==> src/rtl/imm_encoder.sv <==
// RV32I immediate packer: merges a 32-bit immediate into an instruction template.
// Two-stage valid/ready pipeline; define IMM_RANGE_CHECK_EN to enable range/alignment errors.
module imm_encoder #(
    parameter int CNT_W = 16
) (
    input  logic             clk,
    input  logic             rst,
    input  logic             flush,
    input  logic             in_valid,
    output logic             in_ready,
    input  logic [31:0]      in_template,
    input  logic [31:0]      in_imm,
    input  logic [2:0]       in_imm_sel,
    output logic             out_valid,
    input  logic             out_ready,
    output logic [31:0]      out_instr,
    output logic             out_err,
    output logic [CNT_W-1:0] enc_count
);

    localparam logic [2:0] SEL_I = 3'b000;
    localparam logic [2:0] SEL_S = 3'b001;
    localparam logic [2:0] SEL_B = 3'b010;
    localparam logic [2:0] SEL_U = 3'b011;
    localparam logic [2:0] SEL_J = 3'b100;

    logic             s1_valid_reg;
    logic [31:0]      s1_template_reg;
    logic [31:0]      s1_imm_reg;
    logic [2:0]       s1_sel_reg;
    logic             s2_valid_reg;
    logic [31:0]      s2_instr_reg;
    logic [CNT_W-1:0] count_reg;

    logic             s2_load;
    logic             in_fire;
    logic             out_fire;
    logic [31:0]      instr_next;

    // S2 can take a new item when it is empty or being drained this cycle.
    assign s2_load  = !s2_valid_reg || out_ready;
    assign in_ready = !s1_valid_reg || s2_load;
    assign in_fire  = in_valid && in_ready;
    assign out_fire = s2_valid_reg && out_ready;

    always_comb begin
        instr_next = s1_template_reg;
        case (s1_sel_reg)
            SEL_I: instr_next = {s1_imm_reg[11:0], s1_template_reg[19:0]};
            SEL_S: instr_next = {s1_imm_reg[11:5], s1_template_reg[24:12],
                                 s1_imm_reg[4:0], s1_template_reg[6:0]};
            SEL_B: instr_next = {s1_imm_reg[12], s1_imm_reg[10:5], s1_template_reg[24:12],
                                 s1_imm_reg[4:1], s1_imm_reg[11], s1_template_reg[6:0]};
            SEL_U: instr_next = {s1_imm_reg[31:12], s1_template_reg[11:0]};
            SEL_J: instr_next = {s1_imm_reg[20], s1_imm_reg[10:1], s1_imm_reg[11],
                                 s1_imm_reg[19:12], s1_template_reg[11:0]};
            default: instr_next = s1_template_reg;
        endcase
    end

`ifdef IMM_RANGE_CHECK_EN
    logic s2_err_reg;
    logic err_next;

    // An immediate fits when all bits above the field's sign bit match it.
    always_comb begin
        err_next = 1'b1;
        case (s1_sel_reg)
            SEL_I, SEL_S: err_next = !((&s1_imm_reg[31:11]) || !(|s1_imm_reg[31:11]));
            SEL_B: err_next = !((&s1_imm_reg[31:12]) || !(|s1_imm_reg[31:12])) || s1_imm_reg[0];
            SEL_J: err_next = !((&s1_imm_reg[31:20]) || !(|s1_imm_reg[31:20])) || s1_imm_reg[0];
            SEL_U: err_next = |s1_imm_reg[11:0];
            default: err_next = 1'b1;
        endcase
    end

    always_ff @(posedge clk) begin
        if (rst) begin
            s2_err_reg <= 1'b0;
        end else if (!flush && s2_load && s1_valid_reg) begin
            s2_err_reg <= err_next;
        end
    end

    assign out_err = s2_err_reg;
`else
    assign out_err = 1'b0;
`endif

    always_ff @(posedge clk) begin
        if (rst) begin
            s1_valid_reg    <= 1'b0;
            s1_template_reg <= '0;
            s1_imm_reg      <= '0;
            s1_sel_reg      <= '0;
            s2_valid_reg    <= 1'b0;
            s2_instr_reg    <= '0;
            count_reg       <= '0;
        end else begin
            if (out_fire) begin
                count_reg <= count_reg + 1'b1;
            end
            if (flush) begin
                s1_valid_reg <= 1'b0;
                s2_valid_reg <= 1'b0;
            end else begin
                if (s2_load) begin
                    s2_valid_reg <= s1_valid_reg;
                    if (s1_valid_reg) begin
                        s2_instr_reg <= instr_next;
                    end
                end
                if (in_ready) begin
                    s1_valid_reg <= in_valid;
                end
                if (in_fire) begin
                    s1_template_reg <= in_template;
                    s1_imm_reg      <= in_imm;
                    s1_sel_reg      <= in_imm_sel;
                end
            end
        end
    end

    assign out_valid = s2_valid_reg;
    assign out_instr = s2_instr_reg;
    assign enc_count = count_reg;

endmodule

==> config.mk <==
export PLATFORM = sky130hd
export DESIGN_NAME = imm_encoder
export DESIGN_NICKNAME = d
export VERILOG_FILES = /design/src/rtl/imm_encoder.sv
export SDC_FILE = /design/constraint.sdc
export NUM_CORES = 1
export LEC_CHECK = 0
export ABC_AREA = 0
export BUFFER_PORTS_ARGS = -buffer_cell sky130_fd_sc_hd__buf_4
export CAP_MARGIN = 10
export CORE_MARGIN = 2
export CORE_UTILIZATION = 52
export DETAILED_ROUTE_END_ITERATION = 16
export GPL_TIMING_DRIVEN = 0
export MAX_ROUTING_LAYER = met4
export PLACE_DENSITY = 0.79
export SLEW_MARGIN = 20
export SYNTH_ARGS = -nofsm -noshare
export SYNTH_HDL_FRONTEND = slang
export SYNTH_SLANG_ARGS = --single-unit
export TNS_END_PERCENT = 20
==> constraint.sdc <==
create_clock -name clk -period 2.09 [get_ports clk]
set_input_delay 0.3135 -clock clk [delete_from_list [all_inputs] [get_ports clk]]
set_output_delay 0.3135 -clock clk [all_outputs]
set_load 0.01 [all_outputs]
[Word-level counts from Yosys, hierarchy flattened]
Index checks and enable logic that the tools add are counted.
Storage, ports and cells
  bits in registers: 117
  input port bits: 72
Operators by class
  $add $sub $neg: 1
  eq/ne operators: 4
  mux-type cells: 1
  bitwise operators: 1
  reduce and logical (&&, ||, !) cells: 10
Operator list (count)
  one-hot mux 32 bit (5 select lines): 1
  adder 16 x 1 -> 16 bit (second input constant): 1
  == test 3 x 2 -> 1 bit (second input constant): 2
  == test 3 x 1 -> 1 bit (second input constant): 1
  == test 3 bit (second input constant): 1
  logical NOT 3 bit: 1
  AND reduction 3 bit: 1
  logical AND 1 bit: 2
  logical NOT 1 bit: 2
  logical OR 1 bit: 2
  AND reduction 2 bit: 1
  OR reduction 2 bit: 1
  NOT 1 bit: 1

[Depth between registers and ports, before layout]
Gate-level depths: netlist of the first run.
  depth in word-level cells: 5
  depth in mapped cells: 7

[Least setup slack after synthesis of the first run]
OpenSTA, ideal clock, no wires.
  path kind: register to register
  start: register count_reg[3] (netlist: enc_count[3])
  end: register count_reg[15] (netlist: enc_count[15])
  library setup time: 70 ps
  arrival time: 1536 ps
  required time: 2020 ps
  slack: 484 ps
  stages on the path, launching flop included: 5
  buffers on the path: 0
  period minus slack after synthesis: 1606 ps
  cells stage by stage: dfxtp_1 and4_1 nand4_2 or4_1 a21oi_1
Between the ends
  cells in the longest elaborated chain, start to end: 1
Ends and longest elaborated chain
  from (decl): RTL line 33  | logic [CNT_W-1:0] count_reg;
  from (signal assigned): RTL line 101  | count_reg <= count_reg + 1'b1;
  adder 16 x 1 -> 16 bit: RTL line 101
Every way passes these cells.
A chain may end at the register's enable or synchronous reset.

[Final worst setup path of the first run]
  start: register s2_valid_reg (netlist: out_valid)
  end: register s1_imm_reg[12]
Between the ends
  cells in the longest elaborated chain, start to end: 5
Ends and longest elaborated chain
  from (decl): RTL line 31  | logic s2_valid_reg;
  from (signal assigned): RTL line 108  | s2_valid_reg <= s1_valid_reg;
  logical NOT 1 bit: RTL line 41  | assign s2_load = !s2_valid_reg || out_ready;
  logical OR 1 bit: RTL line 41
  logical OR 1 bit: RTL line 42  | assign in_ready = !s1_valid_reg || s2_load;
  logical AND 1 bit: RTL line 43  | assign in_fire = in_valid && in_ready;
  AND reduction 2 bit (no line)
  to (signal assigned): RTL line 118  | s1_imm_reg <= in_imm;
  to (decl): RTL line 29  | logic [31:0] s1_imm_reg;
Every way passes these cells.

==> flow_summary.toml, run 1 <==
[setup_path]
worstSetupStartpointType = "register"
worst-path-stages = 6
slowest_stage = "dfxtp_1"
regToRegSetupSlack_ns = 0.15
r2r_cells = 6
crit_top_cell = "nand3b_1"
path_buf_inv = 2
crit_family = "buffers and inverters"
crit_end = "s1_imm_reg[12]"
path_max_fanout = 10
startpoint = "out_valid"
crit_path_cell_trace = "nand3b_1 -> nand3b_1 -> buf_2 -> clkbuf_1 -> nand2_1 -> a21oi_1"
cp.required_ns = 2.52
reg2reg_from = "out_valid"
worstPathArrival_ns = 2.37
r2r_end = "s1_imm_reg[12]"
path_class = "reg -> reg"
end_kind = "register"
cpPeakStageDelay_ns = 0.48

[floorplan]
die_h_um = 99.06
core_um2 = 8721
rows = 34
die_w_um = 99.06
io_pins = 123
start_util_pct = 53.87
die_area_um2 = 9812

[layout]
final_cell_mix = "158 x nand2_1, 122 x buf_4, 117 x dfxtp_1, 80 x a21oi_1, 42 x nor2_1"
nets = 785
layout_commonest_cell = "nand2_1"
antennaDiodeCount = 0
syn_to_final_growth_pct = 35.98
fill_cells = 632
drive_gt1_share_pct = 25.28

[detailed_routing]
detail_route.vias_per_cell = 5.389
drt_iter0_drc = 190
drt-total-wl_mm = 13.01
antenna_left = 0
wl_per_cell_um = 15.64
dr.pass1.iters = 6
drc_errors = 0
num_vias = 4484

[global_route]
grt_start_max_net_pins = 17
grt_pass1_wl_mm = 20.93
antenna_found_initial = 0
globalRouteOverflowTotal = 0
track_usage_pct = 27.92
grt_pass1_vias = 4337

[timing]
setup_slack_ns = 0.1530
setup_viol = 0
finalHoldViolCount = 0
rsz0062_at_grt = "false"
fmax_mhz = 516.3
slew_headroom_pct = 57.59
timing_max_transition_violations_final = 0
fin_crit_sh_pct = 92.68
fin_crit_ns = 1.937
tightestPinTransition_ns = 0.6362
finClkSkew_ns = 0.006941
tns_ns = 0

[synth]
synth_edf_count = 0
syn_area_um2 = 4698
async_reset_ff_share_pct = 0
ys_ff_latch = 117
synth_area_per_cell_um2 = 8.214
synth.distinct_cells = 50
yosys_warnings = 0
seq_area_frac_synth_pct = 49.85
syn_inst = 572
synth_flop_cell = "dfxtp_1"
syn_nets = 645

[pwr]
comb_power_share_pct = 7.2
clockPowerShare_pct = 53.1
sw_frac_of_total_pct = 21.27
leakagePower_nw = 2.675
ir_worst_vdd_v = 0.0005380
intPower_mw = 4.671
p_sw_mw = 1.262
seq_power_share_pct = 39.7
p_per_area_nw_per_um2 = 928.6

[placement]
dp_slack_ns = 0.1532
hpwl_mm = 9.265
port_buffers = 121
place_congestion = 0.9523

[cts]
cts_hold_buffers = 0
numClockSinks = 117
cts.path.max_buffers = 2
cts_root_buf = "clkbuf_8"
cts_htree_levels = 4
clk_latency_ns = 0.51
cts_tree = "built"
clk_pin_slew_ns = 0.05
numCtsBuffers = 17

[run_status]
outcome = "finished, final reports clean"

[worst_hold_path]
hold_class = "in -> reg"

[run]
maxCapViolCount = 0
==> cell families after synthesis <==
family	synth area share, %
buffers and inverters	3.941
DFF	49.85
AOI/OAI and AO/OA	15.07
muxes	5.033
other	0.07982
adders and majority gates	0.4793
and+or+nand+nor	23.49
xor gates and xnor gates	2.051
==> layer usage <==
layer | routed length, µm | up-vias | global-route usage, %
met5 | 0 | - | -
met4 | 307 | 0 | 11.17
met1 | 5644 | 2087 | 34.16
met3 | 713 | 28 | 5.248
met2 | 6343 | 154 | 45.58
li1 | - | 2215 | -
==> power groups by stage <==
stage               Combinational, mW  Clock, mW  Sequential [mW]
CTS                             0.425       3.16             2.35
finish                          0.429       3.15             2.36
global route                    0.471       3.26             2.36
global placement                0.411          0             2.40
detailed placement              0.420          0             2.40
floorplan                       0.218          0             2.39
==> area by class of cell <==
class | count | area [µm²] | area share [%]
plain buffers | 41 | 183.9 | 2.879
clock buffers | 21 | 469.2 | 7.344
clock inverters | 10 | 175.2 | 2.742
inverters | 1 | 3.754 | 0.05875
multi-input cells | 413 | 2171 | 33.98
flip-flops and latches | 117 | 2342 | 36.66
well taps | 108 | 135.1 | 2.115
repair buffers | 121 | 908.4 | 14.22
==> worst min path at each step <==
stage,depth (start not counted),start,end
2_1_floorplan,1,flush,s1_valid_reg
3_3_place_gp,2,s1_template_reg[0],out_instr[0]
3_5_place_dp,1,out_instr[25],out_instr[25]
4_1_cts,2,flush,s1_valid_reg
5_1_grt,2,flush,s1_valid_reg
6_report,2,flush,s1_valid_reg
==> synthesized netlist by cell type (2+ instances only) <==
cell	n	area share, %
o21a_1	2	0.32
and2_1	2	0.27
o21ai_0	5	0.53
dfxtp_1	117	50
a21o_1	6	0.96
nand3b_1	5	0.80
nand2_1	158	13
a211oi_1	17	2.7
buf_1	2	0.16
mux2_2	5	1.2
nand3_1	5	0.53
or4_1	2	0.32
xor2_1	8	1.5
a21oi_1	80	8.5
nor2b_1	3	0.40
mux2i_1	18	3.8
xnor2_1	3	0.56
nand4_1	5	0.67
nor3_1	15	1.6
clkbuf_1	24	1.9
o22ai_1	6	0.80
buf_2	13	1.4
nor2_1	42	3.4
and4_1	2	0.37
nand2b_1	2	0.27
==> stage by stage <==
stage | instance area [µm²] | std cells | utilization [%] | hold WS (ns) | power [mW]
CTS | 6386 | 832 | 73.23 | 0.005357 | 5.939
finish | 6389 | 832 | 73.26 | 0.01571 | 5.933
floorplan | 4698 | 572 | - | 0.3928 | 2.609
global route | 6389 | 832 | 73.26 | 0.01996 | 6.091
detailed placement | 5742 | 801 | 65.84 | 0.4446 | 2.820
global placement | 5742 | 801 | 65.84 | 0.4366 | 2.807
==> what timing repair did <==
| item | in CTS | in global routing |
|---|---|---|
| endpoints found under the setup margin | 0 | 6 |
| setup buffers | 0 | 0 |
| gates resized for setup | 0 | 4 |
No activity file was read; power rests on OpenSTA's default activity.
==> run 2, diff against run 1 <==
--- a/config.mk
+++ b/config.mk
@@ -9,11 +9,11 @@
 export BUFFER_PORTS_ARGS = -buffer_cell sky130_fd_sc_hd__buf_4
 export CAP_MARGIN = 10
 export CORE_MARGIN = 2
-export CORE_UTILIZATION = 52
+export CORE_UTILIZATION = 45
 export DETAILED_ROUTE_END_ITERATION = 16
 export GPL_TIMING_DRIVEN = 0
 export MAX_ROUTING_LAYER = met4
-export PLACE_DENSITY = 0.79
+export PLACE_DENSITY = 0.7
 export SLEW_MARGIN = 20
 export SYNTH_ARGS = -nofsm -noshare
 export SYNTH_HDL_FRONTEND = slang
==> run 2 against run 1 <==
Fmax is 1.1% higher. Non-clock buffer count rose by 1. Sequential share of layout area is 0.28 points higher. Cell count rose by 3.6%. Design area down 0.76%. Core utilization fell by 11 points. Clock-buffer cell count up 2. Worst hold slack improved by 0.022 ns. First-iteration DRC count down 16%. Critical endpoint is now s1_template_reg[0]. Wire length fell by 1.9%.
==> flow_summary.toml, run 2 (synthesis gave the netlist of run 1 again) <==
[pwr]
p_total_mw = 5.497
p_per_area_nw_per_um2 = 867.1
ir_worst_vdd_v = 0.0005202
leakagePower_nw = 2.622

[floorplan]
die_h_um = 106.2
start_util_pct = 45.92
die_area_um2 = 11270
io_pins = 123
core_um2 = 10230
die_w_um = 106.2
rows = 37

[layout]
nets = 786
final_cell_area_um2 = 6340
layout_commonest_cell = "nand2_1"
final_cell_mix = "158 x nand2_1, 122 x buf_4, 117 x dfxtp_1, 80 x a21oi_1, 42 x nor2_1"
syn_to_final_growth_pct = 34.94
antennaDiodeCount = 0
drive_gt1_share_pct = 24.66
stdcell_count = 862

[run_status]
outcome = "finished, final reports clean"

[cts]
cts_root_buf = "clkbuf_8"
cts.path.max_buffers = 2
clk_latency_ns = 0.52
clk_pin_slew_ns = 0.06
numClockSinks = 117
numCtsBuffers = 17
cts_tree = "built"
cts_htree_levels = 4

[timing]
finalHoldViolCount = 0
fmax_mhz = 521.8
fin_crit_ns = 1.916
tns_ns = 0
fin_crit_sh_pct = 91.69
timing_max_transition_violations_final = 0
finClkSkew_ns = 0.008648
slew_headroom_pct = 58.36
tightestPinTransition_ns = 0.6245
setup_viol = 0

[detailed_routing]
top_layer = "met4"
wl_per_cell_um = 14.80
drt_iter0_drc = 159
antenna_left = 0
detail_route.vias_per_cell = 5.119
num_vias = 4413
wl_met2_mm = 6.142
drc_errors = 0
met3_wirelength_um = 680
drt-total-wl_mm = 12.76
wl_met1_mm = 5.660
dr.pass1.iters = 5

[placement]
place_inst = 829
hpwl_mm = 9.410
place_area_um2 = 5777
port_buffers = 121
place_congestion = 0.9272

[setup_path]
crit_end = "s1_template_reg[0]"
startpoint = "out_valid"
crit_path_cell_trace = "nand3b_1 -> nand3b_1 -> buf_2 -> clkbuf_1 -> nand2_1 -> a21oi_1"
path_class = "reg -> reg"
end_kind = "register"
path_max_fanout = 10
reg2reg_from = "out_valid"
worstSetupStartpointType = "register"
cp.required_ns = 2.54
path_buf_inv = 2
crit_top_cell = "nand3b_1"
worstPathArrival_ns = 2.36
r2r_end = "s1_template_reg[0]"
slowest_stage = "dfxtp_1"
regToRegSetupSlack_ns = 0.17
crit_family = "buffers and inverters"
worst-path-stages = 6
cpPeakStageDelay_ns = 0.49
r2r_cells = 6

[global_route]
track_usage_pct = 24.32
grt_pass1_vias = 4213
globalRouteOverflowTotal = 0
grt_pass1_wl_mm = 20.60
antenna_found_initial = 0
grt_start_max_net_pins = 17

[run]
maxCapViolCount = 0

[worst_hold_path]
hold_class = "in -> reg"
## run 2: cell types whose count changed in the layout (fill, tap and decap cells not counted), sizes merged
cell	previous run	this run
clkbuf	45	47
clkinvlp	0	2
bufinv	5	2
dlygate4sd3	0	1
## run 2: layer usage
metal  global-route usage [%]  up-vias
met1                    29.48     2035
met5                        -        -
li1                         -     2226
met3                    5.579       23
met2                    39.15      129
met4                    10.06        0
## run 2: worst min path at each step
stage | from | to | slack (ns) | cells past startpoint
floorplan | flush | s1_valid_reg | 0.39 | 1
global placement | s1_template_reg[17] | s1_template_reg[17] | 0.44 | 2
detailed placement | s1_imm_reg[13] | s1_imm_reg[13] | 0.45 | 2
CTS | in_imm[12] | s1_imm_reg[12] | 0.03 | 3
global route | in_imm[3] | s1_imm_reg[3] | 0.03 | 3
finish | in_imm[14] | s1_imm_reg[14] | 0.04 | 3
## run 2: metrics by stage
stage / setup slack [ns] / util [%] / hold slack (ns)
after floorplan: 0.4835 / - / 0.3928
after CTS: 0.1018 / 61.94 / 0.02939
final: 0.1737 / 61.97 / 0.03804
after detailed placement: 0.1348 / 56.46 / 0.4456
after global routing: -0.003905 / 61.97 / 0.02792
after global placement: 0.1442 / 56.46 / 0.4425
## run 2: final cells by class
type | instances | area, µm²
well taps | 136 | 170.2
clock inverters | 9 | 103.9
plain buffers | 41 | 183.9
fillers | 906 | 3891
clock buffers | 23 | 446.7
flip-flops and latches | 117 | 2342
repair buffers | 122 | 918.4
inverters | 1 | 3.754
multi-input cells | 413 | 2171
## run 2: repair_timing
item	4_1_cts	5_1_grt
hold buffers	1	0
gates resized for setup	0	4
buffers inserted	0	0
endpoints found under the hold margin	1	0
setup endpoints to repair	0	16
## run 2: power by group
| part | leakage, nW | switching, mW | internal [mW] |
|---|---|---|---|
| logic | 1.40 | 0.228 | 0.200 |
| registers | 0.952 | 0.0463 | 2.31 |
| clock network | 0.266 | 0.998 | 1.72 |
## run 2: worst reg2reg max path, delay by kind of cell (launching register included)
family	cells	cell delay [ns]
and+or+nand+nor	3	0.53
AOI/OAI and AO/OA	1	0.15
DFF	1	0.49
buffers and inverters	2	0.68
==> run 3, diff against run 2 <==
--- a/config.mk
+++ b/config.mk
@@ -6,12 +6,13 @@
 export NUM_CORES = 1
 export LEC_CHECK = 0
 export ABC_AREA = 0
-export BUFFER_PORTS_ARGS = -buffer_cell sky130_fd_sc_hd__buf_4
+export BUFFER_PORTS_ARGS = -buffer_cell sky130_fd_sc_hd__buf_2
 export CAP_MARGIN = 10
 export CORE_MARGIN = 2
 export CORE_UTILIZATION = 45
 export DETAILED_ROUTE_END_ITERATION = 16
 export GPL_TIMING_DRIVEN = 0
+export HOLD_SLACK_MARGIN = 0.15
 export MAX_ROUTING_LAYER = met4
 export PLACE_DENSITY = 0.7
 export SLEW_MARGIN = 20
==> constraint.sdc (replaced) <==
create_clock -name clk -period 2.09 [get_ports clk]
set_input_delay 0.1045 -clock clk [delete_from_list [all_inputs] [get_ports clk]]
set_output_delay 0.1045 -clock clk [all_outputs]
set_load 0.01 [all_outputs]
==> run 3 against run 2 <==
Fmax decreased by 1.7%. Highest routed layer unchanged. Register-to-register slack got worse by 0.03 ns. First-iteration DRC count increased by 54%.
==> flow_summary.toml, run 3 (synthesis gave the netlist of run 1 again) <==
[global_route]
use_met1_pct = 30.43
grtUsageMet2_pct = 44.78
track_usage_pct = 26.35
grt_start_max_net_pins = 17
globalRouteOverflowTotal = 0
grtUsageMet3_pct = 5.150
grt.busiest_layer = "met2"
grt_pass1_wl_mm = 22.54
grt_pass1_vias = 4752
antenna_found_initial = 0

[detailed_routing]
detail_route.vias_per_cell = 5.128
wl_per_cell_um = 15.24
drt_iter0_drc = 245
num_vias = 4779
drc_errors = 0
dr.pass1.iters = 5
antenna_left = 0
drt-total-wl_mm = 14.21

[timing]
setup_viol = 0
timing_max_transition_violations_final = 0
fin_crit_ns = 1.949
finalHoldViolCount = 0
tightestPinTransition_ns = 0.6232
fin_crit_sh_pct = 93.24
tns_ns = 0
finClkSkew_ns = 0.009335
fmax_mhz = 513.1
slew_headroom_pct = 58.45
rsz0062_at_grt = "false"

[cts]
cts_htree_levels = 4
clk_latency_ns = 0.52
cts.path.max_buffers = 2
cts_setup_buffers = 0
numCtsBuffers = 17
numClockSinks = 117
cts_tree = "built"
clk_pin_slew_ns = 0.06
cts_root_buf = "clkbuf_8"

[placement]
place_congestion = 0.9444
hpwl_mm = 9.496
place_area_um2 = 5474
port_buffers = 121

[run_status]
outcome = "finished, final reports clean"

[floorplan]
die_h_um = 106.2
io_pins = 123
die_w_um = 106.2
start_util_pct = 45.92
core_um2 = 10230
die_area_um2 = 11270
rows = 37

[setup_path]
reg2reg_from = "out_valid"
end_kind = "register"
cpPeakStageDelay_ns = 0.39
worstSetupStartpointType = "register"
crit_top_cell = "buf_2"
crit_path_cell_trace = "nand3b_1 -> and3b_1 -> clkbuf_1 -> buf_2 -> buf_2 -> nand2_1 -> a21oi_1"
path_class = "reg -> reg"
path_max_fanout = 10
cp.required_ns = 2.51
slowest_stage = "dfxtp_1"
worstPathArrival_ns = 2.37
startpoint = "out_valid"

[layout]
final_cell_mix = "158 x nand2_1, 134 x buf_2, 117 x dfxtp_1, 80 x a21oi_1, 72 x dlygate4sd3_1"
final_cell_area_um2 = 6859
nets = 857
layout_commonest_cell = "nand2_1"
syn_to_final_growth_pct = 45.99
antennaDiodeCount = 0
drive_gt1_share_pct = 22.86

[pwr]
ir_worst_vdd_v = 0.0005502
leakagePower_nw = 2.923
p_per_area_nw_per_um2 = 890.9

[worst_hold_path]
worstHoldStart = "in_valid"
hold_class = "in -> reg"

[run]
maxCapViolCount = 0
==> run 3: critical path: cells and delay by family (launching register included) <==
| family | cells | cell delay, ns |
|---|---|---|
| buffers and inverters | 3 | 0.82 |
| and+or+nand+nor | 3 | 0.44 |
| DFF | 1 | 0.39 |
| AOI/OAI and AO/OA | 1 | 0.20 |
==> run 3: layout make-up <==
type / count / area [µm²]
well taps: 136 / 170.2
multi-input cells: 413 / 2171
clock buffers: 22 / 462.9
repair buffers: 193 / 1326
flip-flops and latches: 117 / 2342
inverters: 1 / 3.754
plain buffers: 41 / 185.2
fillers: 805 / 3372
clock inverters: 9 / 197.7
==> run 3: timing repair <==
item / 4_1_cts / 5_1_grt
hold endpoints to repair: 81 / 0
hold buffers: 72 / 0
setup endpoints to repair: 0 / 30
resized for setup: 0 / 6
==> run 3: worst paths after layout <==
check	endpoint	slack [ns]	depth (start not counted)
max	s1_imm_reg[21]	0.14	7
min	s1_template_reg[7]	0.34	5
max reg2reg	s1_imm_reg[21]	0.14	7
min reg2reg	out_instr[4]	0.45	2
==> run 3: power breakdown <==
| part | total, mW | internal (mW) | leakage, nW | switching (mW) |
|---|---|---|---|---|
| Clock | 3.26 | 2.26 | 0.321 | 0.998 |
| Combinational | 0.496 | 0.242 | 1.65 | 0.254 |
| Sequential | 2.35 | 2.31 | 0.952 | 0.0479 |
| Total | 6.11 | 4.81 | 2.92 | 1.30 |
==> run 3: metal layers <==
layer	vias up	part of all wire (%)
met5	-	0
met4	0	2.5
met3	31	5.1
met2	184	50
met1	2200	43
li1	2364	-
==> run 3: metrics by stage <==
step	utilization (%)	power (mW)	setup slack [ns]	std cells	hold WS, ns
finish	67.04	6.111	0.1412	932	0.3428
global route	67.04	6.286	0.09357	932	0.3695
CTS	67.01	6.120	0.07590	932	0.3081
detailed placement	53.50	2.779	0.1606	829	0.3501
global placement	53.50	2.765	0.2587	829	0.3449
floorplan	-	2.609	0.4835	572	0.1838
